**config.mk**
```make
export PLATFORM = sky130hd
export DESIGN_NAME = edge_detect_frame_ctrl
export DESIGN_NICKNAME = d
export VERILOG_FILES = /design/src/rtl/edge_detect_pkg.sv /design/src/rtl/edge_detect_watchdog.sv /design/src/rtl/edge_detect_frame_ctrl.sv
export SDC_FILE = /design/constraint.sdc
export NUM_CORES = 1
export LEC_CHECK = 0
export CORE_MARGIN = 2
export CORE_UTILIZATION = 50
export CTS_CLUSTER_DIAMETER = 120
export CTS_CLUSTER_SIZE = 20
export DETAILED_ROUTE_END_ITERATION = 10
export PLACE_DENSITY = 0.79
export SYNTH_ARGS = -nofsm -noshare
export SYNTH_HDL_FRONTEND = slang
export SYNTH_SLANG_ARGS = --single-unit
```
**constraint.sdc**
```tcl
create_clock -name clock -period 5.3 [get_ports clock]
set_input_delay 0.795 -clock clock [delete_from_list [all_inputs] [get_ports clock]]
set_output_delay 0.795 -clock clock [all_outputs]
set_load 0.02 [all_outputs]
```
**src/rtl/edge_detect_pkg.sv**
```systemverilog
// Shared types and constants for the edge-detect frame sequencer.
package edge_detect_pkg;

   typedef enum logic [1:0] {
      S_IDLE,
      S_RUN,
      S_DRAIN,
      S_DONE
   } state_t;

   localparam int DATA_WIDTH_DEFAULT = 24;

   function automatic int max_int(input int a, input int b);
      return (a > b) ? a : b;
   endfunction

endpackage

```
**src/rtl/edge_detect_watchdog.sv**
```systemverilog
// Drain-stall watchdog: counts consecutive enabled cycles without a kick and
// flags expiry on the TIMEOUT-th idle cycle.
module edge_detect_watchdog #(
   parameter int TIMEOUT = 4096
) (
   input  logic clock,
   input  logic reset,
   input  logic enable,
   input  logic kick,
   output logic expire
);

   localparam int W = $clog2(TIMEOUT + 1);
   localparam logic [W-1:0] LIMIT = W'(TIMEOUT - 1);

   logic [W-1:0] idle_cnt;

   // idle_cnt holds the number of completed idle cycles before the current one
   always_ff @(posedge clock) begin
      if (reset || !enable || kick) begin
         idle_cnt <= '0;
      end else if (idle_cnt != LIMIT) begin
         idle_cnt <= idle_cnt + W'(1);
      end
   end

   assign expire = enable && !kick && (idle_cnt == LIMIT);

endmodule

```
**src/rtl/edge_detect_frame_ctrl.sv**
```systemverilog
// Frame sequencer: feeds width*height pixels into the pipeline, drains the
// same number of results to the host sink, then reports done or aborts.
module edge_detect_frame_ctrl
   import edge_detect_pkg::*;
#(
   parameter int  DATA_WIDTH = DATA_WIDTH_DEFAULT,
   parameter int  MAX_WIDTH  = 1024,
   parameter int  MAX_HEIGHT = 1024,
   parameter int  TIMEOUT    = 4096,
   localparam int DIM_BITS   = $clog2(max_int(MAX_WIDTH, MAX_HEIGHT) + 1),
   localparam int CNT_BITS   = $clog2(MAX_WIDTH * MAX_HEIGHT + 1)
) (
   input  logic                  clock,
   input  logic                  reset,
   input  logic                  start,
   input  logic [DIM_BITS-1:0]   img_width,
   input  logic [DIM_BITS-1:0]   img_height,
   output logic                  busy,
   output logic                  frame_done,
   output logic                  cfg_err,
   output logic                  timeout,
   input  logic                  src_empty,
   output logic                  src_rd_en,
   input  logic [DATA_WIDTH-1:0] src_dout,
   input  logic                  pipe_full,
   output logic                  pipe_wr_en,
   output logic [DATA_WIDTH-1:0] pipe_din,
   input  logic                  res_empty,
   output logic                  res_rd_en,
   input  logic [DATA_WIDTH-1:0] res_dout,
   input  logic                  snk_full,
   output logic                  snk_wr_en,
   output logic [DATA_WIDTH-1:0] snk_din,
   output logic [CNT_BITS-1:0]   in_count,
   output logic [CNT_BITS-1:0]   out_count
);

   localparam logic [DIM_BITS-1:0] MAX_W   = DIM_BITS'(MAX_WIDTH);
   localparam logic [DIM_BITS-1:0] MAX_H   = DIM_BITS'(MAX_HEIGHT);
   localparam logic [CNT_BITS-1:0] CNT_ONE = CNT_BITS'(1);

   state_t              state;
   state_t              next_state;
   logic [CNT_BITS-1:0] total;
   logic [CNT_BITS-1:0] in_next;
   logic [CNT_BITS-1:0] out_next;
   logic                dims_ok;
   logic                feed;
   logic                drain;
   logic                accept;
   logic                reject;
   logic                expire;

   assign dims_ok = (img_width != '0) && (img_width <= MAX_W) &&
                    (img_height != '0) && (img_height <= MAX_H);

   // Both transfers are purely combinational from the FIFO flags so a word
   // moves in the same cycle the handshake allows it.
   assign feed  = (state == S_RUN) && !src_empty && !pipe_full && (in_count < total);
   assign drain = ((state == S_RUN) || (state == S_DRAIN)) &&
                  !res_empty && !snk_full && (out_count < total);

   assign in_next  = feed  ? in_count  + CNT_ONE : in_count;
   assign out_next = drain ? out_count + CNT_ONE : out_count;

   assign src_rd_en  = feed;
   assign pipe_wr_en = feed;
   assign res_rd_en  = drain;
   assign snk_wr_en  = drain;
   assign pipe_din   = src_dout;
   assign snk_din    = res_dout;

   assign busy       = (state != S_IDLE);
   assign frame_done = (state == S_DONE);

   edge_detect_watchdog #(
      .TIMEOUT(TIMEOUT)
   ) u_watchdog (
      .clock (clock),
      .reset (reset),
      .enable(state == S_DRAIN),
      .kick  (drain),
      .expire(expire)
   );

   always_ff @(posedge clock) begin
      if (reset) begin
         state <= S_IDLE;
      end else begin
         state <= next_state;
      end
   end

   // Completion of the drain side wins over feed completion, so a frame whose
   // last input and last result move together goes straight to DONE.
   always_comb begin
      next_state = state;
      accept     = 1'b0;
      reject     = 1'b0;
      timeout    = 1'b0;
      case (state)
         S_IDLE: begin
            if (start) begin
               if (dims_ok) begin
                  accept     = 1'b1;
                  next_state = S_RUN;
               end else begin
                  reject = 1'b1;
               end
            end
         end
         S_RUN: begin
            if (out_next == total) begin
               next_state = S_DONE;
            end else if (in_next == total) begin
               next_state = S_DRAIN;
            end
         end
         S_DRAIN: begin
            if (out_next == total) begin
               next_state = S_DONE;
            end else if (expire) begin
               timeout    = 1'b1;
               next_state = S_IDLE;
            end
         end
         S_DONE: begin
            next_state = S_IDLE;
         end
         default: begin
            next_state = S_IDLE;
         end
      endcase
   end

   // Counts survive done/abort so the host can inspect them until the next
   // accepted start clears them.
   always_ff @(posedge clock) begin
      if (reset) begin
         total     <= '0;
         in_count  <= '0;
         out_count <= '0;
         cfg_err   <= 1'b0;
      end else begin
         cfg_err <= reject;
         if (accept) begin
            total     <= CNT_BITS'(img_width) * CNT_BITS'(img_height);
            in_count  <= '0;
            out_count <= '0;
         end else begin
            in_count  <= in_next;
            out_count <= out_next;
         end
      end
   end

endmodule

```
==> reports/results.ini, run 1 <==
[outcome]
status = complete, no violations

[yosys]
async_flop_share_pct = 0
avgSynthCellArea_um2 = 8.03
ys_ff_latch = 79
synth_area_leaders = dfxtp_1 15%, fa_1 15%, ha_1 13%, inv_1 5.2%, nand2_1 5.0%
yosys.area.top_type = dfxtp_1
yosysWarningCount = 0
syn_inst = 1288
ys.flop_type = dfxtp_1
netlist_area_um2 = 10300
synth_edf_count = 0
syn-num-nets = 1549
synth_top_area_share_pct = 15.3
synth-seq-area-share_pct = 15.3
ys_types = 77

[worst_hold_path]
hp-class = reg2reg

[global_route]
grt_pass1_vias = 9263
grt.met3_usage_pct = 2.69
grt_pass1_wl_mm = 46.2
busiest_layer = met2
use_met2_pct = 45.3
antenna_found_initial = 0
met1_usage_pct = 33.2
grt_max_degree = 42
track_usage_pct = 26.0
grt.overflow.total = 0

[cts]
numCtsBuffers = 9
clkLatencyLatePin_ns = 0.34
hold_buffers = 0
ctsLongestPathBuffers = 2
cts_max_level = 3
cts_sinks = 79
cts_tree = done
clockRootBuffer = clkbuf_16
clk_pin_slew_ns = 0.06

[power]
powerDensity_nw_per_um2 = 412
p_leak_nw = 5.53
pwr-share-seq_pct = 13.3
power_switching_mw = 2.28
p_int_mw = 2.81
swShare_pct = 44.9
power_mw = 5.09
combPwrFrac_pct = 74.1
peakVddDrop_mv = 0.226
clkPwrFrac_pct = 12.6

[cells_and_area]
postLayoutCoreUtil_pct = 60.9
n_antenna_cell = 0
layout.nets = 1667
fin_cells = 1681
drive_above_1_share_pct = 17.2
fillers = 1775
final_cell_area_um2 = 12400
area_growth_pct = 19.5

[sta]
fmax_ghz = 0.190
fin_crit_ns = 5.26
grt_setup_unrepaired = true
fin_skew_ns = 0.00379
slew_viol_final = 0
worst_slack_ns = 0.0366
setup_viol = 0
tightest_slew_ns = 1.05
fin_tns_setup_ns = 0
hold_slack_ns = 0.437
max-slew-margin-rel_pct = 29.4
hold_viol = 0
period_share_pct = 99.3

[route]
routedWlPerCell_um = 16.8
drt_iter0_markers = 507
dr.pass1.iters = 5
routed_via_density = 5.59
ant_nets = 0
drt_wl_total_mm = 28.2
remaining_drc_errors = 0
vias = 9400

[floorplan]
chipWidth_um = 148
die_height_um = 148
core_area_um2 = 20300
die-area_um2 = 21900
floorplan.initialDensity_pct = 50.9
io_pins = 175
num_rows = 52

[place]
placed_area_um2 = 11900
hpwl_mm = 22.9
routabilityCongestion = 1.00
port_buffers = 78
dp.cells = 1655
post-place-ws_ns = -0.895

[worst_setup_path]
critPathMaxFanout = 6
end_kind = flip-flop
worstSetupPathType = in2reg
arrival_ns = 5.46
worstPathRequired_ns = 5.50
rrSetupSlack_ns = 0.87
setup.worst_path.start_class = primary input

[job]
maxCapViolCount = 0

## placed cells by master (no fill, tap or decap), types with 26 or more instances in the layout
master           instances
buf_4                  142
inv_1                  135
nand2_1                132
ha_1                    96
nor2_1                  91
dfxtp_1                 79
fa_1                    78
and2_1                  75
clkdlybuf4s50_1         57
xnor2_1                 51
a21oi_1                 50
nand3_1                 40
xor2_1                  33
nor3_1                  28
nand4_1                 26
## cells by family after synthesis
logic type | after synthesis | share of synthesized area, %
multiplexers | 9 | 1.00
flip-flops | 79 | 15.3
AND/OR/NAND/NOR | 488 | 24.0
XOR/XNOR | 88 | 7.98
adder cells (fa/ha/maj) | 184 | 28.0
buffers and inverters | 258 | 11.6
AO/OA/AOI/OAI | 182 | 12.1
## flip-flops by register name, summed over array words and instances (netlist names)
register             count
in_count                21
out_count               21
total                   21
u_watchdog.idle_cnt     13
state                    2
cfg_err                  1
## power groups by stage
stage | combinational (mW) | sequential (mW) | clock (mW)
2_1_floorplan | 2.38 | 0.698 | 0
3_3_place_gp | 3.35 | 0.687 | 0
3_5_place_dp | 3.43 | 0.688 | 0
4_1_cts | 3.55 | 0.675 | 0.653
5_1_grt | 4.17 | 0.681 | 0.676
6_report | 3.77 | 0.676 | 0.642
## cell usage after synthesis (4+ instances only)
library cell and n:
xnor2_1 51, nor2b_1 6, inv_1 142, o21ai_0 24, o32a_1 4, a31oi_1 16
a21oi_1 53, clkbuf_1 53, nand2b_1 13, or2_2 4, o31ai_1 6, fa_1 79
a21o_1 10, nand4_1 26, nand2_1 137, nand3_1 40, nor2_1 91, nor3_1 31
dfxtp_1 79, xor2_1 33, a211oi_1 4, a2111oi_0 4, mux2i_1 7, o211ai_1 8
ha_1 105, a211o_1 4, and3_1 12, buf_4 51, buf_2 5, and4_1 9
and2_1 79, or3_1 5, o2111ai_1 4, o21a_1 5, nor4_1 16, xnor3_1 4
o211a_1 6
## final timing paths
check        cells past startpoint                                   end                                 start
max                             19                total[17]$_SDFFE_PP0P_                         img_height[7]
min                              2  u_watchdog.idle_cnt[12]$_SDFFE_PP0P_  u_watchdog.idle_cnt[12]$_SDFFE_PP0P_
max reg2reg                     14                 state[1]$_SDFFE_PP0P_                total[15]$_SDFFE_PP0P_
min reg2reg                      2  u_watchdog.idle_cnt[12]$_SDFFE_PP0P_  u_watchdog.idle_cnt[12]$_SDFFE_PP0P_
## layout make-up
class                      instances  area, um2  share of cell area [%]
clock buffer                      10        229                    1.85
clock inverter                     6       70.1                   0.567
inverter                         142        533                    4.31
multi-input combinational        951       7780                    62.9
sequential                        79       1580                    12.8
tap                              270        338                    2.73
timing repair buffer             223       1830                    14.8
## metal layers
metal | wire length, um | vias up
met5 | 0 | -
met4 | 959 | 0
met3 | 1540 | 64
met2 | 13800 | 345
met1 | 12000 | 4469
li1 | - | 4522
## critical path, cell delays in order
cell      delay, ns
buf_2          0.14
and2_4         0.17
fa_1           0.52
inv_1          0.05
fa_1           0.50
inv_1          0.06
fa_1           0.47
fa_1           0.52
inv_1          0.05
fa_1           0.49
inv_2          0.04
ha_4           0.21
a21o_1         0.16
o21a_1         0.19
o31a_1         0.31
o41ai_2        0.34
o21bai_1       0.15
mux2i_1        0.17
o31ai_1        0.08
## what timing repair did
action / CTS / global route
endpoints found under the setup margin: 11 / 11
resized for setup: 52 / 82
endpoints found under the hold margin: 0 / 0
cloned: 1 / 0
pin swaps: 15 / 42
buffers inserted: 3 / 6
(Power assumes the default switching activity.)
==> inputs of run 2 (changes only) <==
- CORE_MARGIN: 2 -> not set
- RECOVER_POWER: not set -> 100
==> reports/results.ini, run 2 (same netlist as run 1, synthesis figures left out) <==
[cells_and_area]
area_growth_pct = 18.5
n_antenna_cell = 0  ; unchanged
final_common_cell = inv_1
fillers = 1771  ; -0.23%
drive_above_1_share_pct = 15.4  ; -1.8 points
final_cell_mix = 139 x inv_1, 135 x buf_4, 133 x nand2_1, 97 x ha_1, 91 x nor2_1
layout.nets = 1662  ; -0.30%
reg_top3 = in_count (21), out_count (21), total (21)

[cts]
cts_tree = done
numCtsBuffers = 9  ; unchanged
cts_max_level = 3  ; unchanged
ctsLongestPathBuffers = 2  ; unchanged
clkLatencyLatePin_ns = 0.34  ; about the same
cts_sinks = 79  ; unchanged
clockRootBuffer = clkbuf_16
clk_pin_slew_ns = 0.06  ; about the same
hold_buffers = 0  ; unchanged

[sta]
fmax_ghz = 0.191  ; +0.74%
grt_setup_unrepaired = true
max-slew-margin-rel_pct = -43.7  ; -73 points
setup_viol = 0  ; unchanged
hold_viol = 0  ; unchanged
period_share_pct = 98.6  ; -0.73 points
worst_slack_ns = 0.0751  ; +0.0385 ns
fin_skew_ns = 0.00794  ; +0.00416 ns
fin_crit_ns = 5.22  ; -0.0385 ns
tightest_slew_ns = 2.16  ; +1.10 ns
slew_viol_final = 42  ; +42

[power]
peakVddDrop_mv = 0.346  ; +53%
swShare_pct = 44.8  ; about the same
clkPwrFrac_pct = 13.4  ; +0.8 points
pwr-share-seq_pct = 13.5  ; +0.2 points
power_switching_mw = 2.24  ; -1.7%
p_leak_nw = 5.66  ; +2.4%
combPwrFrac_pct = 73.1  ; -1.0 points
power_mw = 5.00  ; -1.7%
p_int_mw = 2.76  ; -1.6%
powerDensity_nw_per_um2 = 408  ; -0.85%

[route]
vias = 9427  ; +0.29%
routed_via_density = 5.63  ; +0.77%
ant_nets = 0  ; unchanged
dr.pass1.iters = 5  ; unchanged
remaining_drc_errors = 0  ; unchanged
routedWlPerCell_um = 17.1  ; +1.8%
drt_wl_total_mm = 28.6  ; +1.3%
drt_iter0_markers = 641  ; +26%

[global_route]
track_usage_pct = 27.4  ; +1.4 points
grt.overflow.total = 0  ; unchanged
grt_max_degree = 42  ; unchanged
grt_pass1_vias = 9647  ; +4.1%
antenna_found_initial = 0  ; unchanged
grt_pass1_wl_mm = 47.1  ; +1.9%

[place]
port_buffers = 78  ; unchanged
post-place-ws_ns = -0.891  ; +0.00377 ns
routabilityCongestion = 1.04  ; +3.4%
hpwl_mm = 23.0  ; +0.55%

[worst_setup_path]
arrival_ns = 4.43  ; -1.03 ns
worstPathRequired_ns = 4.51  ; -0.99 ns
rr_startpoint = total[15]$_SDFFE_PP0P_
setup.worst_path.start_class = primary input
rrSetupSlack_ns = 0.60  ; -0.27 ns
critPathLaunch = snk_full
reg2reg_to = state[1]$_SDFFE_PP0P_
worstSetupPathType = in2out
end_kind = primary output
critPathMaxFanout = 5  ; -1
r2r_cells = 14  ; unchanged

[worst_hold_path]
hp-class = reg2reg
worstHoldStart = u_watchdog.idle_cnt[12]$_SDFFE_PP0P_
hold_path_depth = 2  ; unchanged
worstHoldEndpoint = u_watchdog.idle_cnt[12]$_SDFFE_PP0P_

[floorplan]
num_rows = 52  ; unchanged
io_pins = 175  ; unchanged
core_area_um2 = 20200  ; -0.32%
die_height_um = 146  ; -1.4%
chipWidth_um = 146  ; -1.4%
floorplan.initialDensity_pct = 51.1  ; +0.16 points
die-area_um2 = 21300  ; -2.7%

[outcome]
status = complete, but fails checks
violations = capacitance limit, slew limit

[job]
maxCapViolCount = 1  ; +1

run 2: cell count changes in the layout (fill, tap and decap cells not counted), sizes merged, moves of 3 or more:
| cell | delta |
|---|---|
| buf | -10 |
| clkinvlp | -3 |
| dlygate4sd3 | +48 |
| clkdlybuf4s50 | -48 |
| clkbuf | +5 |
run 2: repair_timing:
item	CTS	global route
setup buffers	1	3
resized for setup	54	65
hold endpoints to repair	0	0
endpoints found under the setup margin	11	10
pin swaps	9	28
cloned	1	0
run 2: power by group through the flow:
stage / registers (mW) / clock network [mW] / logic [mW]
finish: 0.675 / 0.669 / 3.66
global placement: 0.686 / 0 / 3.32
detailed placement: 0.687 / 0 / 3.43
global route: 0.681 / 0.713 / 4.04
floorplan: 0.698 / 0 / 2.38
CTS: 0.674 / 0.681 / 3.59
run 2: critical path: stages:
cell and delay, ns:
clkdlybuf4s50_1 0.41, or4b_1 0.53, a221o_1 0.40, or3_1 0.47
nor3_1 0.29, o22a_1 0.24, o211ai_1 0.19, nor4_1 0.32
nand4_1 0.22, nor4b_1 0.22, dlygate4sd2_1 0.35
run 2: worst max path at each step:
stage / cells past startpoint / end / slack (ns)
after floorplan: 19 / total[17]$_SDFFE_PP0P_ / -0.01
after global placement: 21 / total[17]$_SDFFE_PP0P_ / -0.78
after detailed placement: 18 / total[17]$_SDFFE_PP0P_ / -0.89
after CTS: 21 / total[17]$_SDFFE_PP0P_ / -0.1
after global routing: 21 / total[17]$_SDFFE_PP0P_ / -0.06
final: 11 / timeout / 0.08
run 2: cell type report:
cell class	count	area (um2)	area share, %
Tap cell	270	338	2.76
Timing Repair Buffer	218	1770	14.4
Clock buffer	10	239	1.95
Sequential cell	79	1580	12.9
Multi-Input combinational cell	951	7730	63.0
Clock inverter	3	68.8	0.561
Inverter	142	533	4.35
run 2: stage by stage:
stage / utilization (%) / cells / hold slack [ns] / TNS [ns] / cell area, um2
finish: 60.6 / 1673 / 0.428 / 0 / 12300
global route: 60.6 / 1673 / 0.440 / -0.122 / 12300
CTS: 60.6 / 1670 / 0.429 / -0.155 / 12300
detailed placement: 58.7 / 1655 / 0.419 / -7.79 / 11900
global placement: 58.7 / 1655 / 0.412 / -6.57 / 11900
floorplan: - / 1288 / 0.405 / -0.0135 / 10500
run 2: routing by layer:
layer | track usage (%) | share of wire [%] | vias up
met5 | 0 | 0 | -
met3 | 3.17 | 5.3 | 77
li1 | - | - | 4501
met2 | 47.9 | 49 | 366
met1 | 33.7 | 42 | 4483
met4 | 12.2 | 3.7 | 0
==> inputs of run 3 (changes only) <==
- SYNTH_HIERARCHICAL: not set -> 1
==> reports/results.ini, run 3 <==
[outcome]
status = complete, but fails checks
violations = capacitance limit, slew limit

[sta]
fmax_ghz = 0.191  ; -0.26%
max-slew-margin-rel_pct = -33.1  ; +11 points
slew_viol_final = 41  ; -2.4%
fin_skew_ns = 0.00994  ; +0.00200 ns
fin_tns_setup_ns = 0  ; unchanged
tightest_slew_ns = 2.00  ; -0.159 ns
hold_slack_ns = 0.518  ; +0.0896 ns
period_share_pct = 98.8  ; +0.26 points
hold_viol = 0  ; unchanged
worst_slack_ns = 0.0614  ; -0.0137 ns
fin_crit_ns = 5.24  ; +0.0137 ns
setup_viol = 0  ; unchanged
grt_setup_unrepaired = true

[yosys]
syn_inst = 1295  ; +0.54%
synth_top_area_share_pct = 15.2  ; -0.083 points
ys_ff_latch = 79  ; unchanged
synth_area_leaders = dfxtp_1 15%, fa_1 15%, ha_1 13%, nand2_1 5.1%, inv_1 4.8%
ys_types = 91  ; +18%
synth-seq-area-share_pct = 15.2  ; -0.083 points
ys.flop_type = dfxtp_1
yosysWarningCount = 6  ; +6
yosys.area.top_type = dfxtp_1
netlist_area_um2 = 10400  ; +0.54%
async_flop_share_pct = 0  ; unchanged
avgSynthCellArea_um2 = 8.03  ; about the same
syn-num-nets = 1556  ; +0.45%
ys_top_cells_by_count = 141 x nand2_1, 134 x inv_1, 105 x ha_1
yosysMostFrequentCell = nand2_1
synth_edf_count = 0  ; unchanged

[route]
remaining_drc_errors = 0  ; unchanged
wl_met1_mm = 12.4  ; +3.9%
route.met3.wl_mm = 2.56  ; +68%
route.met2.wl_mm = 15.0  ; +6.8%
routedWlPerCell_um = 18.6  ; +8.8%
dr.pass1.iters = 7  ; +2
ant_nets = 0  ; unchanged
drt_wl_total_mm = 31.3  ; +9.6%
routed_via_density = 5.84  ; +3.6%
vias = 9833  ; +4.3%
top_layer = met4
drt_iter0_markers = 900  ; +40%

[worst_hold_path]
hp-class = reg2reg

[cts]
cts_max_level = 3  ; unchanged
clk_pin_slew_ns = 0.07  ; about the same
cts_tree = done
clkLatencyLatePin_ns = 0.36  ; +0.02 ns
clockRootBuffer = clkbuf_16
ctsLongestPathBuffers = 2  ; unchanged
hold_buffers = 0  ; unchanged
numCtsBuffers = 9  ; unchanged
cts_sinks = 79  ; unchanged

[floorplan]
die-area_um2 = 21400  ; +0.54%
die_height_um = 146  ; +0.27%
num_rows = 52  ; unchanged
core_area_um2 = 20300  ; +0.32%
io_pins = 175  ; unchanged
floorplan.initialDensity_pct = 51.2  ; +0.11 points
chipWidth_um = 146  ; +0.27%

[cells_and_area]
reg_top3 = in_count (21), out_count (21), total (21)
final_cell_mix = 135 x nand2_1, 127 x inv_1, 122 x buf_4, 95 x ha_1, 88 x nor2_1
postLayoutCoreUtil_pct = 61.7  ; +1.1 points
final_cell_area_um2 = 12500  ; +2.2%
area_growth_pct = 20.5
layout.nets = 1671  ; +0.54%
final_common_cell = nand2_1
drive_above_1_share_pct = 17.3  ; +1.9 points
n_antenna_cell = 0  ; unchanged

[worst_setup_path]
end_kind = flip-flop
setup.worst_path.start_class = primary input
worstSetupPathType = in2reg
critPathMaxFanout = 4  ; -1
worstPathRequired_ns = 5.53  ; +1.02 ns
arrival_ns = 5.47  ; +1.04 ns

[global_route]
grt.overflow.total = 0  ; unchanged
antenna_found_initial = 0  ; unchanged
grt_pass1_vias = 9813  ; +1.7%
grt_pass1_wl_mm = 50.1  ; +6.3%
grt_max_degree = 41  ; -2.4%
track_usage_pct = 29.5  ; +2.1 points

[place]
port_buffers = 78  ; unchanged
routabilityCongestion = 1.04  ; +0.14%
placed_area_um2 = 11900  ; +0.32%
hpwl_mm = 24.6  ; +7.0%
post-place-ws_ns = -0.899  ; -0.00873 ns

[power]
p_leak_nw = 5.63  ; -0.59%
powerDensity_nw_per_um2 = 414  ; +1.4%
peakVddDrop_mv = 0.294  ; -15%

[job]
maxCapViolCount = 1  ; unchanged

[run 3: cell types whose count changed after synthesis, sizes merged, moves of 7 or more]
cell	delta
nor3	-7
inv	-8
and3	+8
nand2b	-8
and4	-7
and2	-7
o21ai	+21
xnor2	-9
[run 3: area by class of cell]
type	count	area, um2
inverter	134	503
timing repair buffer	214	1790
clock buffer	9	225
multi-input combinational	972	7980
tap	270	338
clock inverter	7	104
sequential	79	1580
fill	1767	7770
[run 3: kinds of logic after synthesis]
kind of cell    count (synthesis)  synth area share (%)
mux                             9                 0.926
fa+ha+maj                     184                  27.8
buf+inv                       244                  10.7
simple gates                  484                  24.4
flops                          79                  15.2
compound gates                219                  14.4
xor+xnor                       76                  6.53
[run 3: worst paths after layout]
path,start,endpoint,slack [ns],cells after the start
worst max-delay path,img_height[10],total[17]$_SDFFE_PP0P_,0.06,16
worst max register to register,total[10]$_SDFFE_PP0P_,state[0]$_SDFFE_PP0P_,0.53,17
worst min-delay path,u_watchdog/idle_cnt[11]$_SDFFE_PP0P_,u_watchdog/idle_cnt[11]$_SDFFE_PP0P_,0.52,2
worst min register to register,u_watchdog/idle_cnt[11]$_SDFFE_PP0P_,u_watchdog/idle_cnt[11]$_SDFFE_PP0P_,0.52,2
[run 3: timing repair]
action	in CTS	in global routing
pin swaps	5	45
endpoints found under the hold margin	0	0
cloned	3	0
endpoints found under the setup margin	10	10
setup buffers	2	12
gates resized for setup	46	94
[run 3: per-layer routing]
layer / global-route usage [%] / up-vias
li1: - / 4611
met1: 36.5 / 4648
met2: 49.7 / 454
met3: 5.16 / 120
met4: 14.1 / 0
met5: 0 / -
[run 3: critical path, stage by stage]
cell	delay, ns
clkdlybuf4s15_1	0.29
nand2_1	0.11
fa_1	0.51
fa_1	0.60
fa_1	0.44
fa_1	0.49
fa_1	0.51
inv_2	0.05
ha_4	0.23
a21o_1	0.19
o21a_1	0.20
o31a_1	0.34
o41ai_4	0.32
o21bai_1	0.14
mux2i_1	0.16
o31ai_1	0.08
[run 3: per-stage QoR]
stage | power, mW | instances
5_1_grt | 5.59 | 1685
2_1_floorplan | 3.05 | 1295
3_3_place_gp | 4.06 | 1652
3_5_place_dp | 4.13 | 1652
6_report | 5.19 | 1685
4_1_cts | 4.89 | 1673
[run 3: report_power, final]
group          leakage, nW  internal, mW  switching (mW)  total (mW)
Sequential           0.638         0.640          0.0455       0.685
Clock                0.155         0.419           0.282       0.701
Combinational         4.84          1.77            2.03        3.80
Total                 5.63          2.83            2.36        5.19
